===== config.mk =====
export PLATFORM = sky130hd
export DESIGN_NAME = pipeline_stall_controller
export DESIGN_NICKNAME = d
export VERILOG_FILES = /design/src/rtl/pipeline_stall_controller.sv
export SDC_FILE = /design/constraint.sdc
export NUM_CORES = 1
export LEC_CHECK = 0
export CAP_MARGIN = 30
export CORE_MARGIN = 2
export CORE_UTILIZATION = 48
export CTS_CLUSTER_SIZE = 24
export DETAILED_ROUTE_END_ITERATION = 8
export HOLD_SLACK_MARGIN = 0.15
export MAX_ROUTING_LAYER = met4
export PLACE_DENSITY = 0.7
export SLEW_MARGIN = 25
export SYNTH_ARGS = -nofsm -noshare
export SYNTH_HDL_FRONTEND = slang
export SYNTH_SLANG_ARGS = --single-unit

===== constraint.sdc =====
create_clock -name clk -period 3.95 [get_ports clk]
set_clock_uncertainty 0.05 [all_clocks]
set_input_delay 0.395 -clock clk [delete_from_list [all_inputs] [get_ports clk]]
set_output_delay 0.395 -clock clk [all_outputs]
set_load 0.02 [all_outputs]

===== src/rtl/pipeline_stall_controller.sv =====
// Pipeline freeze/flush sequencer for the 5-stage core: merges memory wait, branch
// squash and data-hazard stalls, with a memory-wait watchdog and saturating perf counters.
module pipeline_stall_controller #(
    parameter int MEM_TIMEOUT = 16,
    parameter int CNT_W       = 16
) (
    input  logic             clk,
    input  logic             rst,
    input  logic             hazard_Detected,
    input  logic             branch_taken,
    input  logic             mem_req,
    input  logic             mem_ready,
    output logic             freeze_PC,
    output logic             freeze_IF_ID,
    output logic             freeze_ID_EXE,
    output logic             freeze_EXE_MEM,
    output logic             freeze_MEM_WB,
    output logic             flush_IF_ID,
    output logic             flush_ID_EXE,
    output logic             mem_error,
    output logic [1:0]       state_dbg,
    output logic [CNT_W-1:0] stall_cycles,
    output logic [CNT_W-1:0] flush_count
);

    typedef enum logic [1:0] {
        RUN      = 2'b00,
        MEM_WAIT = 2'b01,
        ERR      = 2'b10
    } state_t;

    localparam logic [CNT_W-1:0] TIMEOUT_CNT = CNT_W'(MEM_TIMEOUT);
    localparam logic [CNT_W-1:0] CNT_MAX     = '1;
    localparam logic [CNT_W-1:0] CNT_ONE     = CNT_W'(1);

    state_t           state_reg, state_next;
    logic [CNT_W-1:0] wait_cnt_reg, wait_cnt_next;
    logic             mem_error_reg, mem_error_next;
    logic [CNT_W-1:0] stall_cnt_reg, stall_cnt_next;
    logic [CNT_W-1:0] flush_cnt_reg, flush_cnt_next;
    logic             mem_stall;

    always_ff @(posedge clk or negedge rst) begin
        if (!rst) begin
            state_reg     <= RUN;
            wait_cnt_reg  <= '0;
            mem_error_reg <= 1'b0;
            stall_cnt_reg <= '0;
            flush_cnt_reg <= '0;
        end else begin
            state_reg     <= state_next;
            wait_cnt_reg  <= wait_cnt_next;
            mem_error_reg <= mem_error_next;
            stall_cnt_reg <= stall_cnt_next;
            flush_cnt_reg <= flush_cnt_next;
        end
    end

    // Stage controls are combinational so the stall takes effect in the same cycle;
    // they are held low while reset is asserted.
    always_comb begin
        freeze_PC      = 1'b0;
        freeze_IF_ID   = 1'b0;
        freeze_ID_EXE  = 1'b0;
        freeze_EXE_MEM = 1'b0;
        freeze_MEM_WB  = 1'b0;
        flush_IF_ID    = 1'b0;
        flush_ID_EXE   = 1'b0;
        mem_stall      = ((state_reg == RUN) && mem_req && !mem_ready) ||
                         ((state_reg == MEM_WAIT) && !mem_ready) ||
                         (state_reg == ERR);
        if (rst) begin
            if (mem_stall) begin
                freeze_PC      = 1'b1;
                freeze_IF_ID   = 1'b1;
                freeze_ID_EXE  = 1'b1;
                freeze_EXE_MEM = 1'b1;
                freeze_MEM_WB  = 1'b1;
            end else if (branch_taken) begin
                flush_IF_ID  = 1'b1;
                flush_ID_EXE = 1'b1;
            end else if (hazard_Detected) begin
                freeze_PC    = 1'b1;
                freeze_IF_ID = 1'b1;
                flush_ID_EXE = 1'b1;
            end
        end
    end

    always_comb begin
        state_next     = state_reg;
        wait_cnt_next  = wait_cnt_reg;
        mem_error_next = mem_error_reg;
        case (state_reg)
            RUN: begin
                if (mem_req && !mem_ready) begin
                    state_next    = MEM_WAIT;
                    wait_cnt_next = CNT_ONE;
                end
            end
            MEM_WAIT: begin
                if (mem_ready) begin
                    state_next    = RUN;
                    wait_cnt_next = '0;
                end else if ((MEM_TIMEOUT != 0) && (wait_cnt_reg == TIMEOUT_CNT)) begin
                    state_next     = ERR;
                    mem_error_next = 1'b1;
                end else begin
                    wait_cnt_next = wait_cnt_reg + CNT_ONE;
                end
            end
            ERR: begin
                state_next = ERR;
            end
            default: begin
                state_next = RUN;
            end
        endcase
    end

    // Perf counters stick at all-ones instead of wrapping.
    always_comb begin
        stall_cnt_next = stall_cnt_reg;
        flush_cnt_next = flush_cnt_reg;
        if (freeze_PC && (stall_cnt_reg != CNT_MAX))
            stall_cnt_next = stall_cnt_reg + CNT_ONE;
        if (flush_IF_ID && (flush_cnt_reg != CNT_MAX))
            flush_cnt_next = flush_cnt_reg + CNT_ONE;
    end

    assign mem_error    = mem_error_reg;
    assign state_dbg    = state_reg;
    assign stall_cycles = stall_cnt_reg;
    assign flush_count  = flush_cnt_reg;

endmodule


## Word level (Yosys, flattened, before mapping)

Index checks and enable logic that the tools add are counted.

- Output and inout port bits: 42
- Logic and storage cells: 51
- Register bits after elaboration: 51
- Input port bits: 6

- Bitwise operators: 1
- Equality and inequality tests: 8
- Reduce and logical (&&, ||, !) cells: 14
- Add/subtract/negate cells: 3
- Muxes and demuxes: 20

Operator list:

| kind | number |
|---|---|
| $add 16x1->16 const B | 3 |
| $mux 16 | 3 |
| $ne 16x16->1 const B | 2 |
| $pmux 16 s2 | 1 |
| $eq 16x5->1 const B | 1 |
| $mux 1 | 12 |
| $logic_and 1x1->1 | 6 |
| $mux 2 | 3 |
| $pmux 2 s3 | 1 |
| $reduce_and 3->1 | 2 |
| $ne 3x2->1 const B | 1 |
| $ne 3x3->1 const B | 1 |
| $eq 2x1->1 const B | 1 |
| $eq 2x2->1 const B | 1 |
| $logic_not 2->1 | 1 |
| $logic_or 1x1->1 | 2 |
| $ne 2x1->1 const B | 1 |
| $reduce_and 2->1 | 1 |
| $reduce_bool 2->1 | 1 |
| $logic_not 1->1 | 1 |
| $not 1->1 | 1 |

## Depth between registers and ports, before layout

Gate-level depths: netlist of the first run.

- Depth in word-level cells: 8
- Mapped depth: 8
- Gate-level depth less buffers: 7

## Least setup slack after synthesis of the first run

Ideal clock, no wire load.

- Path type: register -> output
- From: register state_reg[0] (netlist: state_dbg[0])
- To: output port freeze_ID_EXE
- Arrival: 1738 ps
- Cell stages (with the launch flop): 5
- Path buffers: 2
- Required time: 3505 ps
- Path slack: 1767 ps
- Cells stage by stage: dfrtp_1 -> buf_4 -> nand2b_1 -> a21boi_0 -> buf_4

- Word-level cells in the longest chain between the ends: 7
- Elaborated cells on any way between the ends: 10
- Those cells by class: 2 x eq/ne; 2 x mux; 6 x reduce/logical

Ends and longest elaborated chain:

| what | line | RTL |
|---|---|---|
| start, declared | 36 | `state_t state_reg, state_next;` |
| start signal, assigned | 51 | `state_reg <= state_next;` |
| $logic_not 2->1 | 69 | `mem_stall = ((state_reg == RUN) && mem_req && !mem_ready) \|\|` |
| $logic_and 1x1->1 (2 in series) | 69 |  |
| $logic_or 1x1->1 | 69 |  |
| $logic_or 1x1->1 (*) | 70 | `((state_reg == MEM_WAIT) && !mem_ready) \|\|` |
| $mux 1 (*) (2 in series) | - |  |
| end, declared | 15 | `output logic freeze_ID_EXE,` |

Mark *: on every way between the ends. The rest lies on a longest branch, timed or not.

## Worst setup path in the final report of the first run

- From: input port rst
- To: output port freeze_EXE_MEM

- Word-level cells in the longest chain between the ends: 1

Ends and longest elaborated chain:

| what | line | RTL |
|---|---|---|
| start, declared | 8 | `input logic rst,` |
| $mux 1 | 72 | `if (rst) begin` |
| end, declared | 16 | `output logic freeze_EXE_MEM,` |

Every way passes these cells.

==> summary.md, run 1 <==
The type of the most critical hold path was flip-flop to flip-flop. After synthesis the netlist holds a flip-flop and latch count of 51. The distinct cell type count after synthesis is 48, and the clock network power share is 0.205.

After filler insertion, the fill cell instance count of the layout stands at 456. The data required time at the worst endpoint is 3.50 ns. The share of the clock period used by the worst path is 0.743.

After the first detailed-routing iteration, the DRC count stood at 163. The share of synthesized registers carrying an async set or reset was 1.00; the power dissipated by switching net loads was 571 uW. The top flip-flop cell by instance count after synthesis was dfrtp_1.

The number of placement rows came out at 26. The relative contribution of sequential cells to total power came out at 0.459. For the leakage power of the design, the log shows 1.38 nW. In the layout the commonest cells are dfrtp_1 (51), clkdlybuf4s50_1 (46), nand3_1 (24), nand2_1 (24), nor2_1 (23).

TritonCTS built the clock tree. The power per unit of standard cell area is 475 nW/um^2, and the DRC violation count after routing is 0. Relative to the synthesized area, the layout overhead comes to 23.3%.

Counting every instance in the synthesized netlist gives 268. The first global-routing pass estimated 9.85 mm of wire. The logs give 0 for the total global routing overflow and 2.49 ns for the arrival time of the worst setup path. After clock tree synthesis, the clock-pin slew on the worst setup and hold paths is 0.09 ns. When the netlist entered floorplanning its net count stood at 278.

The final HPWL from detailed placement was 3.99 mm; the number of CTS-inserted buffers was 5. Clock tree root buffer cell: clkbuf_8. The library cell used most frequently in the layout, excluding fill and tap cells, is dfrtp_1.

For the clock latency on the worst-skew pair, the log shows 0.31 ns. The post-route core utilization was 0.624. Counting I/O delays and the setup requirement, the final critical path takes 2.93 ns. Counting along the longest clock path gives a buffer depth of 2. The total vias in the final route is 2,141. The logs give 0.880 for the final estimated routing congestion in global placement and 3140 sq um for the cell area after placement. The initial antenna violation count was 0. The worst setup path is captured at an output port. Dividing the synthesized area by the synthesized cell count gives 9.83 sq um. Number of buffers inserted to repair setup after CTS: 0. The run gives 0.336 as the combinational share of power. Fraction of power spent switching nets: 0.370.

Measured along the x axis, the die boundary spans 78.1 um. The logs give 2,072 for the number of global-route vias before repair and 5200 sq um for the core area. Walking the worst path, the cells encountered are dlygate4sd3_1 > buf_2 > a21boi_0 > clkdlybuf4s50_1.

Gate family responsible for the most delay along the worst path: buffers and inverters. The worst-margin pin slew was 0.921 ns; the count of buffers inserted at the top-level ports was 47. The area of the mapped netlist was 2640 sq um. For the detailed-routing iteration count for the pre-antenna-repair pass, the log shows 4.

The highest fanout seen on the critical path is 30, and the count of buffer and inverter cells on the critical path is 3. The average wire length per cell after detail routing is 14.5 um. The final design instance area without fill is 3250 sq um, and the number of slew-limit violations in the final report is 0. The worst hold margin came out at 0.437 ns. For this run, the number of Yosys warnings is 0. Delay of the slowest critical-path stage: 0.67 ns. The remaining antenna violation count after routing is 0. The synthesized design contains 0 enable-type register cells. Final hold violation count: 0. Setup violations remaining at the end of the flow were counted as 0. Counting every sink on the clock net gives 51.

The fmax is 341 MHz. For this block, the routed nets add up to 5.61 mm of wire. Nature of the critical path startpoint: a primary input.

The net count of the finished layout is 325. The flow ran to the end, and the final reports show no timing, DRC or antenna violations. During I/O placement, the number of pins put on the boundary was 48. The tool flagged a number of max-cap violations equal to 0. For this design, the slowest cell found on the critical path is clkdlybuf4s50_1. The total routing usage reported by global routing was 0.209; the maximum number of pins on one net before global-route repair was 31. The share of the yosys chip area belonging to registers is 0.484.

The internal power of the cells totals 972 uW. The fraction of final layout cells sized beyond drive strength 1 was 0.0633. Relative slew slack: 0.385.

The tools report the number of diodes as 0. For the setup slack of the most critical reg-to-reg path, the log shows 1.67 ns. From bottom edge to top edge, the die measures 78.1 um. The mean number of vias per cell works out to 5.55.

The classification of the worst setup path is primary input to output port. The logs give 0 ns for the total negative setup slack and 1.54 mW for the total power consumption of the routed design. The maximum ir drop on the vdd rail is 0.319 mV. Setup repair after global routing left no endpoint under its margin. For the CTS H-tree depth, the log shows 2. The logs give 0.506 for the effective utilization at floorplan and 6100 sq um for the total die area.
## final timing paths
kind	from	endpoint	cells past startpoint
min	mem_error	mem_error	1
max reg2reg	state_dbg[1]	wait_cnt_reg[15]	5
max	rst	freeze_EXE_MEM	4
max in group asynchronous	rst	stall_cycles[3]	3
min in group asynchronous	rst	state_dbg[1]	2
min reg2reg	mem_error	mem_error	1
## kinds of logic (layout without fill, tap and decap cells)
group	count (synthesis)	count (layout)	synth area share
muxes	4	4	0.0180
DFF	51	51	0.484
AOI/OAI and AO/OA	44	44	0.116
adders and majority gates	4	4	0.0190
xor gates and xnor gates	28	28	0.0931
and+or+nand+nor	118	118	0.234
buffers and inverters	19	67	0.0351
## worst register-to-register path, stage by stage (launching register included)
cell and delay, ns:
dfrtp_1 0.44, nor2_1 0.26, nand2_1 0.31, nor2b_1 0.81
a21oi_1 0.12, o21ai_0 0.19
## area by class of cell
class | count | area, sq um | share of cell area
flip-flops and latches | 51 | 1280 | 0.393
well taps | 70 | 87.6 | 0.0270
clock buffers | 6 | 82.6 | 0.0254
repair buffers | 49 | 483 | 0.149
inverters | 10 | 37.5 | 0.0116
multi-input cells | 198 | 1270 | 0.390
clock inverters | 2 | 16.3 | 0.00501
## through the flow
step,worst slack [ns],cells
floorplan,1.77,268
global placement,1.21,377
global route,0.848,386
detailed placement,1.19,377
finish,1.02,386
CTS,0.955,386
## power by group through the flow
| stage | sequential (mW) | clock [mW] | combinational [mW] |
|---|---|---|---|
| finish | 0.708 | 0.317 | 0.518 |
| global route | 0.723 | 0.351 | 0.572 |
| CTS | 0.706 | 0.331 | 0.525 |
| detailed placement | 0.715 | 0 | 0.523 |
| global placement | 0.711 | 0 | 0.513 |
| floorplan | 0.752 | 0 | 0.266 |
## synth_stat cells (all sizes together) (5+ instances only)
master | count | area, sq um
a21oi | 5 | 25.0
nand4 | 13 | 81.3
o21ai | 16 | 80.1
xor2 | 12 | 105
nor3 | 7 | 35.0
xnor2 | 16 | 140
nand3 | 25 | 138
o31ai | 6 | 50.1
nor2 | 24 | 92.6
inv | 10 | 37.5
and3 | 10 | 62.6
dfrtp | 51 | 1280
buf | 7 | 47.6
nand2 | 24 | 90.1
## what timing repair did
action | 4_1_cts | 5_1_grt
endpoints found under the hold margin | 24 | 0
resized for setup | 0 | 0
hold buffers | 1 | 0
endpoints found under the setup margin | 0 | 0
## per-layer routing
layer	vias to the layer above	global-route usage	routed length (um)
met5	-	-	0
met4	0	0.0632	71
met3	5	0.0460	195
met2	39	0.305	2500
met1	1043	0.294	2840
li1	1054	-	-
Power figures use the tool's default switching activity.
==> run 2, diff against run 1 <==
--- a/config.mk
+++ b/config.mk
@@ -7,12 +7,12 @@
 export LEC_CHECK = 0
 export CAP_MARGIN = 30
 export CORE_MARGIN = 2
-export CORE_UTILIZATION = 48
+export CORE_UTILIZATION = 47
 export CTS_CLUSTER_SIZE = 24
 export DETAILED_ROUTE_END_ITERATION = 8
 export HOLD_SLACK_MARGIN = 0.15
 export MAX_ROUTING_LAYER = met4
-export PLACE_DENSITY = 0.7
+export PLACE_DENSITY = 0.72
 export SLEW_MARGIN = 25
 export SYNTH_ARGS = -nofsm -noshare
 export SYNTH_HDL_FRONTEND = slang
==> constraint.sdc (replaced) <==
create_clock -name clk -period 2.7 [get_ports clk]
set_clock_uncertainty 0.05 [all_clocks]
set_input_delay 0.27 -clock clk [delete_from_list [all_inputs] [get_ports clk]]
set_output_delay 0.27 -clock clk [all_outputs]
set_load 0.02 [all_outputs]
==> run 2 against run 1 <==
Against the previous run: critical path depth did not move; routed wire length up 7.5%; first-iteration DRC count shrank 4.3%; non-clock buffer count is 6 higher; cell count up 2.1%; via count up 3.5%; clock power up 100%; die area rose by 2.0%; largest cell class unchanged; highest routed layer unchanged.
==> summary.md, run 2 (synthesis gave the netlist of run 1 again) <==
The classification of the worst setup path is flip-flop to output port (was primary input to output port). The logs give 48 (unchanged) for the number of primary I/O pins and 0.609 (was 0.624) for the post-route core utilization. The remaining antenna violation count after routing came out at 0 (unchanged). Wire length of the first global-routing pass: 10.3 mm (was 9.85 mm).

The data required time at the worst endpoint was 2.38 ns (was 3.50 ns). The DRC violation count after routing is 0 (unchanged). The signed area change from the synthesized netlist to the final layout was 26.5% (was 23.3%).

Nature of the critical path startpoint: a flip-flop (was a primary input). Count of buffers inserted at the top-level ports: 47 (unchanged). The run gives 2 (unchanged) as the largest buffer count on any clock path.

Total die area: 6220 sq um (was 6100 sq um). Clock tree root buffer cell: clkbuf_8 (unchanged). The commonest non-fill, non-tap cell in the layout is dfrtp_1 (unchanged).

The final HPWL from detailed placement is 4.32 mm (was 3.99 mm). The tools report the number of buffers inserted to repair setup after CTS as 0 (unchanged). Critical-path cell with the highest stage delay: dfrtp_1 (was clkdlybuf4s50_1). For the number of max-capacitance violations reported, the log shows 0 (unchanged). The core area is 5470 sq um (was 5200 sq um).

The worst slack after detailed placement came out at 0.173 ns (was 1.19 ns). Number of inserted filler cells in the final layout: 521 (was 456). The initial antenna violation count is 0 (unchanged).

For the final estimated routing congestion in global placement, the log shows 0.868 (was 0.880). The final-stage net count is 331 (was 325). The detailed-routing iteration count for the pre-antenna-repair pass was 4 (unchanged); the number of setup violations in the final report was 0 (unchanged).

The average wire length per cell after detail routing works out to 15.3 um (was 14.5 um). The starting DRC count in detailed routing is 156 (was 163). Setup slack of the most critical reg-to-reg path: 0.52 ns (was 1.67 ns). The number of clock sinks seen by CTS is 51 (unchanged), and the leakage power of the design is 1.43 nW (was 1.38 nW). For the number of global-route vias before repair, the log shows 2,159 (was 2,072). Critical path endpoint category: an output port (unchanged).

Setup repair after global routing left no endpoint under its margin. The tools report the smallest setup slack after layout as 0.261 ns (was 1.02 ns). Crit-path cells: nand2b_1 > o221ai_1 > and2_1 > clkdlybuf4s50_1 (was dlygate4sd3_1 > buf_2 > a21boi_0 > clkdlybuf4s50_1).

The share of the clock period used by the worst path came out at 0.903. The number of diodes is 0 (unchanged). The run gives 5 (unchanged) as the number of CTS-inserted buffers. For the arrival time of the worst setup path, the log shows 2.12 ns (was 2.49 ns).

The tools report the clock latency on the worst-skew pair as 0.31 ns (about the same). Number of placement rows: 27 (was 26). The tools report the effective utilization at floorplan as 0.481 (was 0.506). Floorplan die width: 78.9 um (was 78.1 um). The final design instance area without fill is 3330 sq um (was 3250 sq um). For the total routing usage reported by global routing, the log shows 0.215 (was 0.209).

The run finished with clean final reports. The highest fanout seen on the critical path is 11 (was 30), and the die height is 78.9 um (was 78.1 um). Number of slew-limit violations in the final report: 0 (unchanged).

The type of the most critical hold path is primary input to async pin (was flip-flop to flip-flop). The total vias in the final route is 2,215 (was 2,141), and the routed wire length is 6.03 mm (was 5.61 mm). The relative slew slack is 0.633 (was 0.385), and the cell area after placement is 3190 sq um (was 3140 sq um). The worst-margin pin slew is 0.547 ns (was 0.921 ns). TritonCTS built the clock tree.

For the total global routing overflow, the log shows 0 (unchanged). The mean number of vias per cell came out at 5.62 (was 5.55). The clock-pin slew of the registers on the worst-case setup and hold paths came out at 0.10 ns (was 0.09 ns). Delay of the slowest critical-path stage: 0.58 ns (was 0.67 ns). The fraction of final layout cells sized beyond drive strength 1 came out at 0.0807 (was 0.0633). The maximum ir drop on the vdd rail came out at 0.420 mV (was 0.319 mV). The total negative setup slack is 0 ns (unchanged). For the placed cell count, the log shows 385 (was 377). Commonest cells after routing, fill and taps aside: dfrtp_1 (51), clkdlybuf4s50_1 (46), nand3_1 (24), nand2_1 (24), nor2_1 (23) (unchanged). The worst path in the final design needs a cycle of 2.44 ns, including I/O delays and setup.

The final hold violation count was 0 (unchanged). The combined flip-flop and latch cell area is 1280 sq um (unchanged), and the number of non-filler instances in the completed layout is 394 (was 386). The run gives 1270 sq um (unchanged) as the multi-input gate area in the final layout. For the CTS H-tree depth, the log shows 2 (unchanged).

The maximum number of pins on one net before global-route repair was 28 (was 31); the fmax was 410 MHz. Power per unit of standard cell area: 741 nW/um^2 (was 475 nW/um^2).
run 2: cell types whose count changed in the layout (fill, tap and decap cells not counted):
cell,delta
clkinv_4,-1
a21boi_1,+1
a21boi_0,-1
clkbuf_8,-1
bufinv_16,+2
buf_4,+6
run 2: power breakdown:
group | leakage, nW | switching, mW | total, mW | internal (mW)
combinational | 0.676 | 0.427 | 0.799 | 0.372
clock | 0.0644 | 0.267 | 0.636 | 0.370
sequential | 0.689 | 0.170 | 1.04 | 0.867
total | 1.43 | 0.864 | 2.47 | 1.61
run 2: layer usage:
layer  GRT usage  wire, um
met1       0.292      2790
met5           -         0
met4      0.0586        24
met2       0.332      2960
met3      0.0443       252
run 2: final timing paths:
check	endpoint	from	depth (start not counted)
setup / recovery	freeze_PC	state_dbg[0]	4
hold / removal	flush_count[7]	rst	2
setup reg to reg	wait_cnt_reg[14]	wait_cnt_reg[0]	7
hold reg to reg	stall_cycles[10]	stall_cycles[10]	1
max in group asynchronous	stall_cycles[5]	rst	3
min in group clk	stall_cycles[10]	stall_cycles[10]	1
run 2: layout make-up:
cell class              count  share of cell area
flip-flops and latches     51               0.383
multi-input cells         198               0.380
repair buffers             55               0.158
well taps                  72              0.0270
clock buffers               5              0.0206
clock inverters             3              0.0203
inverters                  10              0.0113
run 2: stage by stage:
step | hold slack [ns] | power, mW
floorplan | -0.0756 | 1.49
detailed placement | 0.110 | 1.85
CTS | 0.308 | 2.49
finish | 0.309 | 2.47
global placement | 0.109 | 1.83
global route | 0.324 | 2.61
run 2: worst max-delay path, delay by kind of cell (launching register included):
kind | cells | cell delay [ns]
flops | 1 | 0.58
buf+inv | 1 | 0.53
simple gates | 2 | 0.50
compound gates | 1 | 0.19
run 2: repair_timing:
item | in CTS | in global routing
resized for setup | 0 | 1
hold buffers | 1 | 0
setup endpoints to repair | 0 | 3
endpoints found under the hold margin | 27 | 0
==> run 3, diff against run 2 <==
--- a/config.mk
+++ b/config.mk
@@ -5,8 +5,8 @@
 export SDC_FILE = /design/constraint.sdc
 export NUM_CORES = 1
 export LEC_CHECK = 0
+export ABC_AREA = 0
 export CAP_MARGIN = 30
-export CORE_MARGIN = 2
 export CORE_UTILIZATION = 47
 export CTS_CLUSTER_SIZE = 24
 export DETAILED_ROUTE_END_ITERATION = 8
==> constraint.sdc (replaced) <==
create_clock -name clk -period 2.7 [get_ports clk]
set_clock_uncertainty 0.05 [all_clocks]
set_input_delay 0.27 -clock clk [delete_from_list [all_inputs] [get_ports clk]]
set_output_delay 0.27 -clock clk [all_outputs]
set_load 0.05 [all_outputs]
==> run 3 against run 2 <==
Against the previous run: combinational power grew 38%; sequential power hardly changed; design area fell by 0.41%; global-route usage hardly changed; non-clock buffer count is 1 lower; setup slack lost 0.089 ns; via count decreased by 3.7%; utilization up 2.5 points; critical endpoint is now flush_IF_ID.
==> summary.md, run 3 (synthesis gave the netlist of run 1 again) <==
The flow ran to the end, and the final reports show no timing, DRC or antenna violations. The fraction of final layout cells sized beyond drive strength 1 is 0.0935 (was 0.0807). The power dissipated by switching net loads came out at 1.11 mW (was 864 uW). Number of slew-limit violations in the final report: 0 (unchanged). The clock-pin slew of the registers on the worst-case setup and hold paths was 0.09 ns (was 0.10 ns).

Critical register-to-register path endpoint: wait_cnt_reg[14] (unchanged). The time the final worst path needs with I/O delays and setup is 2.53 ns (was 2.44 ns). The die height came out at 76.9 um (was 78.9 um). The CTS H-tree depth is 2 (unchanged), and the mean number of vias per cell is 5.46 (was 5.62). The clock latency on the worst-skew pair came out at 0.31 ns (about the same). The relative contribution of sequential cells to total power was 0.403 (was 0.419); the average wire length per cell after detail routing was 14.4 um (was 15.3 um). The run gives 110 (was 156) as the starting DRC count in detailed routing. The clock tree root buffer cell is clkbuf_8 (unchanged).

Final-stage net count: 330 (was 331). The wire length of the first global-routing pass came out at 9.66 mm (was 10.3 mm). The commonest non-fill, non-tap cell in the layout was dfrtp_1 (unchanged).

The count of buffers inserted at the top-level ports came out at 47 (unchanged). Setup repair after global routing left no endpoint under its margin. The tools report the largest buffer count on any clock path as 2 (unchanged). The number of max-capacitance violations reported is 0 (unchanged).

The run gives 1.43 nW (about the same) as the leakage power of the design. The tools report the source of the worst register-to-register timing path as wait_cnt_reg[0] (unchanged). The run gives 0 (unchanged) as the post-cts repair resize count.

For the relative slew slack, the log shows 0.645 (was 0.633). The internal cell power is 1.45 mW (was 1.61 mW). The tools report the launching element of the worst setup path as state_dbg[0] (unchanged). The post-route core utilization was 0.634 (was 0.609).

The type of the most critical hold path was primary input to async pin (unchanged). The arrival time of the worst setup path is 2.21 ns (was 2.12 ns). The detailed-routing iteration count for the pre-antenna-repair pass is 4 (unchanged). The fraction of power spent switching nets is 0.434 (was 0.349), and the total routing usage reported by global routing is 0.214 (was 0.215). The total global routing overflow was 0 (unchanged); the worst-margin pin slew was 0.529 ns (was 0.547 ns).

The tools report the maximum ir drop on the vdd rail as 0.618 mV (was 0.420 mV). The worst-case reg-to-reg path depth was 7 (unchanged); the number of primary I/O pins was 48 (unchanged). Floorplan die width: 76.9 um (was 78.9 um). Commonest cells after routing, fill and taps aside: dfrtp_1 (51), clkdlybuf4s50_1 (40), nand3_1 (24), nand2_1 (24), nor2_1 (23) (was dfrtp_1 (51), clkdlybuf4s50_1 (46), nand3_1 (24), nand2_1 (24), nor2_1 (23)).

The tools report the combinational share of power as 0.428 (was 0.323). The highest fanout seen on the critical path is 11 (unchanged), and the DRC violation count after routing is 0 (unchanged). The final hold violation count came out at 0 (unchanged).

The end of the critical path was flush_IF_ID (was freeze_PC). The initial antenna violation count is 0 (unchanged). The number of setup violations in the final report was 0 (unchanged). Critical path endpoint category: an output port (unchanged). The worst hold margin was 0.286 ns (was 0.309 ns).

The total negative setup slack came out at 0 ns (unchanged). The classification of the worst setup path is flip-flop to output port (unchanged). TritonCTS built the clock tree.

The maximum number of pins on one net before global-route repair is 35 (was 28). The clock network power share was 0.169 (was 0.257); the number of inserted filler cells in the final layout was 450 (was 521). The tools report the number of placement rows as 26 (was 27). The share of the clock period used by the worst path came out at 0.937 (was 0.903). The number of global-route vias before repair is 1,972 (was 2,159), and the number of diodes is 0 (unchanged). The tools report the remaining antenna violation count after routing as 0 (unchanged). The power per unit of standard cell area was 772 nW/um^2 (was 741 nW/um^2). The worst slack after detailed placement is 0.348 ns (was 0.173 ns), and the delay of the slowest critical-path stage is 0.82 ns (was 0.58 ns).

Crit-path cells: nand2b_1 > o2111a_1 > clkdlybuf4s50_1 (was nand2b_1 > o221ai_1 > and2_1 > clkdlybuf4s50_1). The final estimated routing congestion in global placement was 0.848 (was 0.868). The tools report the routed wire length as 5.61 mm (was 6.03 mm). The effective utilization at floorplan came out at 0.503 (was 0.481). Fmax: 395 MHz (was 410 MHz). Data required time at the worst endpoint: 2.38 ns (about the same). The run gives 0.171 ns (was 0.261 ns) as the smallest setup slack after layout. Number of clock sinks seen by CTS: 51 (unchanged).

For the final HPWL from detailed placement, the log shows 4.05 mm (was 4.32 mm). The tools report the nature of the critical path startpoint as a flip-flop (unchanged). For the core area, the log shows 5240 sq um (was 5470 sq um). The number of CTS-inserted buffers is 5 (unchanged). Total die area: 5910 sq um (was 6220 sq um). The critical-path cell with the highest stage delay is clkdlybuf4s50_1 (was dfrtp_1).

The total vias in the final route is 2,133 (was 2,215). The signed area change from the synthesized netlist to the final layout is 26.0% (was 26.5%). The tools report the setup slack of the most critical reg-to-reg path as 0.61 ns (was 0.52 ns).
==> run 3: worst min-delay path by stage <==
stage	cells after the start	start	endpoint
floorplan	0	rst	flush_count[0]
global placement	1	rst	flush_count[11]
detailed placement	1	rst	flush_count[11]
CTS	2	rst	flush_count[11]
global route	2	rst	flush_count[11]
finish	2	rst	flush_count[11]
==> run 3: cell type report <==
type | count | area, sq um | share of cell area
well taps | 70 | 87.6 | 0.0264
clock inverters | 2 | 12.5 | 0.00377
clock buffers | 6 | 72.6 | 0.0219
flip-flops and latches | 51 | 1280 | 0.384
multi-input cells | 198 | 1270 | 0.381
repair buffers | 54 | 568 | 0.171
inverters | 10 | 37.5 | 0.0113
==> run 3: timing repair <==
item,CTS,global route
buffers inserted,0,0
hold endpoints to repair,17,0
hold buffers,1,0
==> run 3: worst max-delay path, delay by kind of cell, from the launching register on <==
| family | cells | cell delay (ns) |
|---|---|---|
| buffers and inverters | 1 | 0.82 |
| AOI/OAI and AO/OA | 1 | 0.28 |
| DFF | 1 | 0.52 |
| and+or+nand+nor | 1 | 0.28 |
==> run 3: power by group through the flow <==
stage	combinational [mW]	clock, mW	sequential, mW
final	1.10	0.433	1.03
after global routing	1.16	0.474	1.06
after CTS	1.11	0.444	1.03
after detailed placement	1.10	0	1.05
after global placement	1.09	0	1.04
after floorplan	0.450	0	1.30
==> run 3: metrics by stage <==
stage,area [sq um],power (mW),cells
2_1_floorplan,2640,1.75,268
3_3_place_gp,3230,2.13,382
3_5_place_dp,3230,2.15,382
4_1_cts,3320,2.58,391
5_1_grt,3320,2.69,391
6_report,3320,2.56,391
==> run 3: layer usage <==
metal / up-vias / share of wire / wire length [um] / track usage
met5: - / 0 / 0 / -
met4: 0 / 0.011 / 63 / 0.0635
met3: 6 / 0.051 / 284 / 0.0500
met2: 54 / 0.46 / 2560 / 0.322
met1: 1010 / 0.48 / 2700 / 0.288
li1: 1063 / - / - / -
